==> config.mk <==
export PLATFORM = sky130hd
export DESIGN_NAME = drum_strike_controller
export DESIGN_NICKNAME = d
export VERILOG_FILES = /design/src/rtl/drum_strike_controller.sv
export SDC_FILE = /design/constraint.sdc
export NUM_CORES = 1
export LEC_CHECK = 0
export BUFFER_PORTS_ARGS = -buffer_cell sky130_fd_sc_hd__buf_2
export CORE_ASPECT_RATIO = 0.75
export CORE_MARGIN = 8
export CORE_UTILIZATION = 45
export CTS_CLUSTER_SIZE = 8
export DETAILED_ROUTE_END_ITERATION = 8
export GPL_TIMING_DRIVEN = 0
export SYNTH_ARGS = -nofsm -noshare
export SYNTH_HDL_FRONTEND = slang
export SYNTH_SLANG_ARGS = --single-unit
export TNS_END_PERCENT = 20
==> constraint.sdc <==
create_clock -name clk -period 3.05 [get_ports clk]
set_clock_uncertainty 0.15 [all_clocks]
set_input_delay 0.305 -clock clk [delete_from_list [all_inputs] [get_ports clk]]
set_output_delay 0.305 -clock clk [all_outputs]
set_load 0.005 [all_outputs]
==> src/rtl/drum_strike_controller.sv <==
// Drum mesh strike sequencer: key debounce, timed strike reset,
// gated sample capture into the DAC path and per-note auto-mute.
module drum_strike_controller #(
    parameter logic [15:0] DEB_CYC      = 16'd50000,
    parameter logic [7:0]  STRIKE_CYC   = 8'd4,
    parameter logic [15:0] PLAY_SAMPLES = 16'd44100,
    parameter logic [17:0] ETA1         = 18'h0_0003,
    parameter logic [17:0] ETA2         = 18'h0_0400,
    parameter logic [17:0] ETA3         = 18'h0_0010
) (
    input  logic        clk,
    input  logic        reset_n,
    input  logic [2:0]  key_n,
    input  logic        mesh_valid,
    input  logic [17:0] mesh_out,
    output logic        mesh_reset,
    output logic [17:0] eta_sel,
    output logic [15:0] audio_sample,
    output logic        sample_strobe,
    output logic [1:0]  note_id,
    output logic        busy
);

    typedef enum logic [1:0] {
        IDLE,
        STRIKE,
        PLAY
    } state_t;

    state_t state_q;

    logic [2:0]       sync1_q;
    logic [2:0]       sync2_q;
    logic [2:0]       acc_q;
    logic [2:0]       acc_d;
    logic [2:0][15:0] deb_q;
    logic [2:0][15:0] deb_d;
    logic [2:0]       press;

    logic        mv_q;
    logic        rise;
    logic [7:0]  scnt_q;
    logic [15:0] pcnt_q;
    logic        mrst_q;
    logic [17:0] eta_q;
    logic [15:0] audio_q;
    logic        strobe_q;
    logic [1:0]  note_q;
    logic        busy_q;

    logic        any_press;
    logic [17:0] eta_new;
    logic [1:0]  note_new;
    logic        play_done;

    // Debounce: count cycles the synced level disagrees with the accepted one
    always_comb begin
        acc_d = acc_q;
        deb_d = deb_q;
        press = '0;
        for (int i = 0; i < 3; i++) begin
            if (sync2_q[i] == acc_q[i]) begin
                deb_d[i] = '0;
            end else if (deb_q[i] == DEB_CYC - 16'd1) begin
                acc_d[i] = ~acc_q[i];
                deb_d[i] = '0;
                press[i] = acc_q[i];
            end else begin
                deb_d[i] = deb_q[i] + 16'd1;
            end
        end
    end

    // Key synchronizers and debounce state
    always_ff @(posedge clk or negedge reset_n) begin
        if (!reset_n) begin
            sync1_q <= '0;
            sync2_q <= '0;
            acc_q   <= '0;
            deb_q   <= '0;
        end else begin
            sync1_q <= key_n;
            sync2_q <= sync1_q;
            acc_q   <= acc_d;
            deb_q   <= deb_d;
        end
    end

    // Note select with KEY1 > KEY2 > KEY3 priority
    always_comb begin
        any_press = |press;
        eta_new   = ETA3;
        note_new  = 2'd0;
        priority case (1'b1)
            press[0]: begin
                eta_new  = ETA1;
                note_new = 2'd1;
            end
            press[1]: begin
                eta_new  = ETA2;
                note_new = 2'd2;
            end
            press[2]: begin
                eta_new  = ETA3;
                note_new = 2'd3;
            end
            default: begin
                eta_new  = ETA3;
                note_new = 2'd0;
            end
        endcase
    end

    assign rise      = mesh_valid & ~mv_q;
    assign play_done = (pcnt_q == PLAY_SAMPLES);

    // Strike/play sequencer with registered outputs
    always_ff @(posedge clk or negedge reset_n) begin
        if (!reset_n) begin
            state_q  <= IDLE;
            mv_q     <= 1'b0;
            scnt_q   <= '0;
            pcnt_q   <= '0;
            mrst_q   <= 1'b0;
            eta_q    <= ETA3;
            audio_q  <= '0;
            strobe_q <= 1'b0;
            note_q   <= 2'd0;
            busy_q   <= 1'b0;
        end else begin
            mv_q     <= mesh_valid;
            strobe_q <= 1'b0;
            unique case (state_q)
                IDLE: begin
                    if (any_press) begin
                        state_q <= STRIKE;
                        eta_q   <= eta_new;
                        note_q  <= note_new;
                        scnt_q  <= '0;
                        mrst_q  <= 1'b1;
                        busy_q  <= 1'b1;
                    end
                end
                STRIKE: begin
                    if (scnt_q == STRIKE_CYC - 8'd1) begin
                        state_q <= PLAY;
                        mrst_q  <= 1'b0;
                        pcnt_q  <= '0;
                    end else begin
                        scnt_q <= scnt_q + 8'd1;
                    end
                end
                PLAY: begin
                    if (rise && !play_done) begin
                        audio_q  <= mesh_out[17:2];
                        strobe_q <= 1'b1;
                        pcnt_q   <= pcnt_q + 16'd1;
                    end
                    if (any_press) begin
                        state_q <= STRIKE;
                        eta_q   <= eta_new;
                        note_q  <= note_new;
                        scnt_q  <= '0;
                        mrst_q  <= 1'b1;
                    end else if (play_done) begin
                        state_q <= IDLE;
                        audio_q <= '0;
                        note_q  <= 2'd0;
                        busy_q  <= 1'b0;
                    end
                end
                default: begin
                    state_q <= IDLE;
                end
            endcase
        end
    end

    assign mesh_reset    = mrst_q;
    assign eta_sel       = eta_q;
    assign audio_sample  = audio_q;
    assign sample_strobe = strobe_q;
    assign note_id       = note_q;
    assign busy          = busy_q;

endmodule

==> results.cfg, run 1 <==
[synthesis]
synth_commonest_cells = dfrtp_1, nor2_1, xnor2_1
synth_area_leaders = dfrtp_1, xnor2_1, nor2_1, xor2_1, a22o_1
synth_most_common_cell = dfrtp_1
ys.flop_type = dfrtp_1
syn_inst = 480
yosysTopAreaCell = dfrtp_1
synthesis.area_um2 = 5050
synth_edf_count = 0
ys_ff_latch = 108
seq_area_frac_synth_pct = 53.6
avgSynthCellArea_um2 = 10.5
yosys.area.top_type_share_pct = 53.0
synth_cell_types = 46
yosys_warnings = 0
async_flop_share_pct = 100

[cts]
worstSkewPairLatency_ps = 340
cts_buffers = 9
ctsResizeCount = 0
cts_sinks = 108
h-tree-depth = 3
clk_path_buf_depth = 2
ctsRootBufferMaster = clkbuf_16
clkTransAtPathRegs_ps = 70
cts_tree = built

[power]
p_leak_nw = 2.77
power_mw = 2.78
power.density_nw_per_um2 = 474
ir_drop_mv = 0.311

[floorplanning]
ioPinCount = 63
design.core.area_um2 = 10900
die_h_um = 108
rows = 33
initial_core_util_pct = 46.1
dieArea_um2 = 14900
die_w_um = 138

[routing]
vias_per_cell = 5.02
first_pass_iters = 4
drt_wl_total_mm = 9.86
wire_per_inst_um = 14.1
drc = 0
via_count = 3520
drtIter0Drc = 185
antenna_violating_nets_post_route = 0

[global_routing]
grt_pass1_wl_mm = 16.8
grt_usage_pct = 13.4
grt_pass1_vias = 3440
grt-ovfl-total = 0
antenna_found_initial = 0
grt_max_degree = 63

[worst_setup_path]
crit_path_end = audio_sample[6]
r2r_start = deb_q[32]
worstPathRequired_ps = 3120
worstSetupStartpoint = deb_q[32]
r2r_setup_slack_ps = 340
endpoint_kind = flip-flop
arrival_ps = 2790
path_max_fanout = 10
critPathMaxStageDelay_ps = 570
worst_path_max_delay_cell = a22oi_1
start_kind = flip-flop
r2r-end = audio_sample[6]
critPathKind = flip-flop to flip-flop
r2r_cells = 8
crit_path_cell_trace = ha_1 > and3_1 > and4_1 > clkbuf_1 > a22oi_1 > a31oi_4 > buf_6 > a22o_1

[final_layout]
nets = 586
seqCellArea_um2 = 2700
num_antenna_cells = 0
fill_cells = 1001
fin_area_um2 = 5870
multiInputGateArea_um2 = 2170
area_growth_pct = 16.4
drive_above_1_share_pct = 16.0

[timing]
slew_headroom_pct = 44.6
rsz0062_at_grt = no
period_share_pct = 89.0
tightest_slew_ps = 826
drv_slew = 0
hold_viol = 0
max_freq_ghz = 0.369
setup_violations = 0
period_minus_slack_ps = 2710
fin_ws_ps = 337
setup_tns_ps = 0

[place]
port_buffers = 46
place.gp.congestion = 0.780
pre_cts_ws_ps = 364
dpl_cell_area_um2 = 5530
place.detailed.hpwl_mm = 7.17

[hold_path]
holdCritPathClass = primary input to flip-flop

[run]
maxCapViolations = 0

[run_status]
status = finished, final reports clean
==> routing by layer <==
layer	GRT usage, %	share of wire (%)	vias up	routed length [um]
met1	18.2	50	1699	4940
met4	3.63	1.0	0	99
met2	21.1	46	35	4550
met3	3.31	2.7	11	269
met5	0	0	-	0
li1	-	-	1775	-
==> kinds of logic after synthesis <==
| family | share of synthesized area, % |
|---|---|
| buf+inv | 4.44 |
| xor+xnor | 9.89 |
| simple gates | 22.0 |
| compound gates | 7.11 |
| flops | 53.6 |
| fa+ha+maj | 1.49 |
| other cells | 0.0743 |
| mux | 1.46 |
==> worst min path at each step <==
| stage | startpoint | endpoint | cells after the start |
|---|---|---|---|
| after global routing | mesh_out[10] | audio_sample[8] | 2 |
| after floorplan | reset_n | acc_q[0] | 0 |
| after global placement | sync1_q[2] | sync2_q[2] | 0 |
| after detailed placement | sync1_q[1] | sync2_q[1] | 0 |
| final | mesh_out[15] | audio_sample[13] | 2 |
| after CTS | mesh_out[17] | audio_sample[15] | 2 |
==> per-stage QoR <==
stage               hold slack [ps]  util [%]  cells
finish                         32.7      53.7    701
global route                   29.9      53.7    701
detailed placement              186      50.6    680
CTS                            26.0      53.7    701
floorplan                      -141         -    493
global placement                186      50.3    679
==> repair_timing <==
item | CTS | global route
setup buffers | 0 | 0
endpoints found under the hold margin | 50 | 0
setup endpoints to repair | 0 | 0
hold buffers | 5 | 0
==> placed cells by master (no fill, tap or decap), types with 4 or more instances in the layout <==
cell type        n
dfrtp_1        107
nor2_1          68
buf_2           47
xnor2_1         34
nand2_1         32
xor2_1          23
nand3_1         20
and3_1          17
a22o_1          16
buf_4           16
inv_1           14
conb_1          14
nand4_1         13
clkbuf_1        11
nor3_1           9
nor4_1           9
clkbuf_16        9
a21oi_1          8
nor2b_1          7
and4_1           7
o21ai_0          7
nor4bb_1         6
ha_1             6
and2_1           5
nand2b_1         5
dlygate4sd3_1    5
nor4b_1          4
mux2i_1          4
==> worst max-delay path: cells and delay by family, from the launching register on <==
kind / cells / cell delay (ps)
flip-flops: 1 / 420
buffers and inverters: 2 / 380
AND/OR/NAND/NOR: 2 / 400
AO/OA/AOI/OAI: 3 / 1000
adder cells (fa/ha/maj): 1 / 240
==> power breakdown <==
part           total [mW]  internal (mW)  switching [mW]
logic               0.144         0.0655          0.0789
clock network        1.15          0.638           0.510
registers            1.49           1.46          0.0267
total                2.78           2.17           0.615
==> state kept, by name, indices dropped and copies added, names as in the netlist <==
name and cells:
mv_q 1, pcnt_q 16, busy 1, sample_strobe 1, state_q 2, scnt_q 8
note_id 2, audio_sample 16, acc_q 3, eta_sel 3, deb_q 48, sync2_q 3
sync1_q 3, mesh_reset 1
==> final cells by class <==
| class | count | share of cell area (%) |
|---|---|---|
| Sequential cell | 108 | 46.0 |
| Clock buffer | 10 | 3.90 |
| Timing Repair Buffer | 52 | 5.28 |
| Inverter | 14 | 0.895 |
| Tap cell | 140 | 2.98 |
| Buffer | 28 | 2.92 |
| Clock inverter | 6 | 1.06 |
| Multi-Input combinational cell | 343 | 36.9 |
Power figures use the tool's default switching activity.
==> run 2: changes to the inputs <==
- CORE_MARGIN: 8 -> 3
- GPL_TIMING_DRIVEN: 0 -> default
==> results.cfg, run 2 (synthesis gave the netlist of run 1 again) <==
[run_status]
status = finished, final reports clean

[hold_path]
holdCritPathClass = primary input to flip-flop

[power]
p_clk_share_pct = 42.7
internal-power_mw = 2.20
power.density_nw_per_um2 = 492
ir_drop_mv = 0.281
p_leak_nw = 2.69
power_mw = 2.83
power_frac_comb_pct = 4.5
power_frac_seq_pct = 52.7
switchingPower_uw = 625
switching_share_pct = 22.1

[timing]
period_share_pct = 88.7
fin_ws_ps = 345
slew_headroom_pct = 22.2
setup_violations = 0
hold_viol = 0
setup_tns_ps = 0
max_freq_ghz = 0.370
period_minus_slack_ps = 2710
rsz0062_at_grt = no
tightest_slew_ps = 1170
drv_slew = 0

[routing]
drtIter0Drc = 204
drt_wl_total_mm = 9.57
drc = 0
first_pass_iters = 4
antenna_violating_nets_post_route = 0
wire_per_inst_um = 14.2
vias_per_cell = 5.12
via_count = 3448

[floorplanning]
rows = 32
design.core.area_um2 = 10600
die_w_um = 128
initial_core_util_pct = 47.6
dieArea_um2 = 12500
ioPinCount = 63
die_h_um = 97.7

[global_routing]
use_met2_pct = 23.8
top_usage_layer = met2
use_met1_pct = 23.5
grt_pass1_wl_mm = 16.6
antenna_found_initial = 0
grt_pass1_vias = 3397
grtUsageMet3_pct = 3.61
grt_max_degree = 62
grt-ovfl-total = 0
grt_usage_pct = 16.1

[cts]
cts_sinks = 108
cts_tree = built
ctsRootBufferMaster = clkbuf_16
h-tree-depth = 3
worstSkewPairLatency_ps = 350
clk_path_buf_depth = 2
cts_buffers = 9
ctsResizeCount = 0
clkTransAtPathRegs_ps = 70

[final_layout]
instances_no_fill = 674
fin_area_um2 = 5750
area_growth_pct = 13.9
num_antenna_cells = 0
layout_commonest_cell = dfrtp_1
nets = 563
top_register = deb_q
drive_above_1_share_pct = 14.3
final_cell_mix = dfrtp_1, nor2_1, buf_2
largest_reg_flops = 48

[worst_setup_path]
crit_path_cell_trace = inv_1 > ha_1 > or4b_4 > o41ai_4 > nor2_2 > a31oi_4 > a22o_1
worst_path_max_delay_cell = or4b_4
arrival_ps = 2840
critPathMaxStageDelay_ps = 490
start_kind = flip-flop
path_max_fanout = 22
crit_family = compound AO/OA/AOI/OAI gates
critPathKind = flip-flop to flip-flop
worstPathRequired_ps = 3180
crit_buf_inv = 1
endpoint_kind = flip-flop

[place]
place.detailed.hpwl_mm = 6.55
place.gp.congestion = 0.766
pre_cts_ws_ps = 354
dp.cells = 653
dpl_cell_area_um2 = 5390
port_buffers = 46

[run]
maxCapViolations = 0
-- run 2: cell types whose count changed in the layout (fill, tap and decap cells not counted), moves of 2 or more --
cell,previous run,this run
buf_4,16,6
clkbuf_1,11,1
clkinv_2,3,0
buf_2,47,45
clkbuf_8,0,2
-- run 2: final cells by class --
| class | count | area, um^2 |
|---|---|---|
| fill | 950 | 4860 |
| sequential | 108 | 2700 |
| multi-input combinational | 343 | 2170 |
| timing repair buffer | 57 | 340 |
| clock buffer | 12 | 256 |
| tap | 136 | 170 |
| clock inverter | 4 | 55.1 |
| inverter | 14 | 52.6 |
-- run 2: final timing paths --
check	from	end	slack, ps	cells after the start
worst max-delay path	pcnt_q[0]	audio_sample[2]	340	7
worst min-delay path	mesh_out[9]	audio_sample[7]	20	2
worst max register to register	pcnt_q[0]	audio_sample[2]	340	7
worst min register to register	sync1_q[2]	sync2_q[2]	200	0
max in group asynchronous	reset_n	audio_sample[1]	1620	3
min in group asynchronous	reset_n	deb_q[44]	420	2
-- run 2: metal layers --
metal  up-vias  wire, um
li1       1731         -
met1      1669      4980
met2        35      4210
met3        13       232
met4         0       146
met5         -         0
-- run 2: worst register-to-register path: stages (launching register included) --
cell and delay [ps]:
dfrtp_1 440, inv_1 80, ha_1 130, or4b_4 490
o41ai_4 410, nor2_2 250, a31oi_4 470, a22o_1 220
-- run 2: power by group through the flow --
stage                     Combinational (mW)  Sequential (mW)  Clock, mW
after floorplan                       0.0704             1.51          0
after global placement                 0.124             1.52          0
after detailed placement               0.127             1.52          0
after CTS                              0.132             1.49       1.25
after global routing                   0.149             1.50       1.30
final                                  0.129             1.49       1.21
-- run 2: through the flow --
stage                     hold slack, ps  utilization (%)
after floorplan                     -141                -
after global routing                23.3             54.2
final                               23.6             54.2
after global placement               196             50.8
after CTS                           11.8             54.2
after detailed placement             188             50.8
-- run 2: what timing repair did --
action                                 4_1_cts  5_1_grt
hold buffers                                 5        0
endpoints found under the hold margin       63        0
setup buffers                                0        0
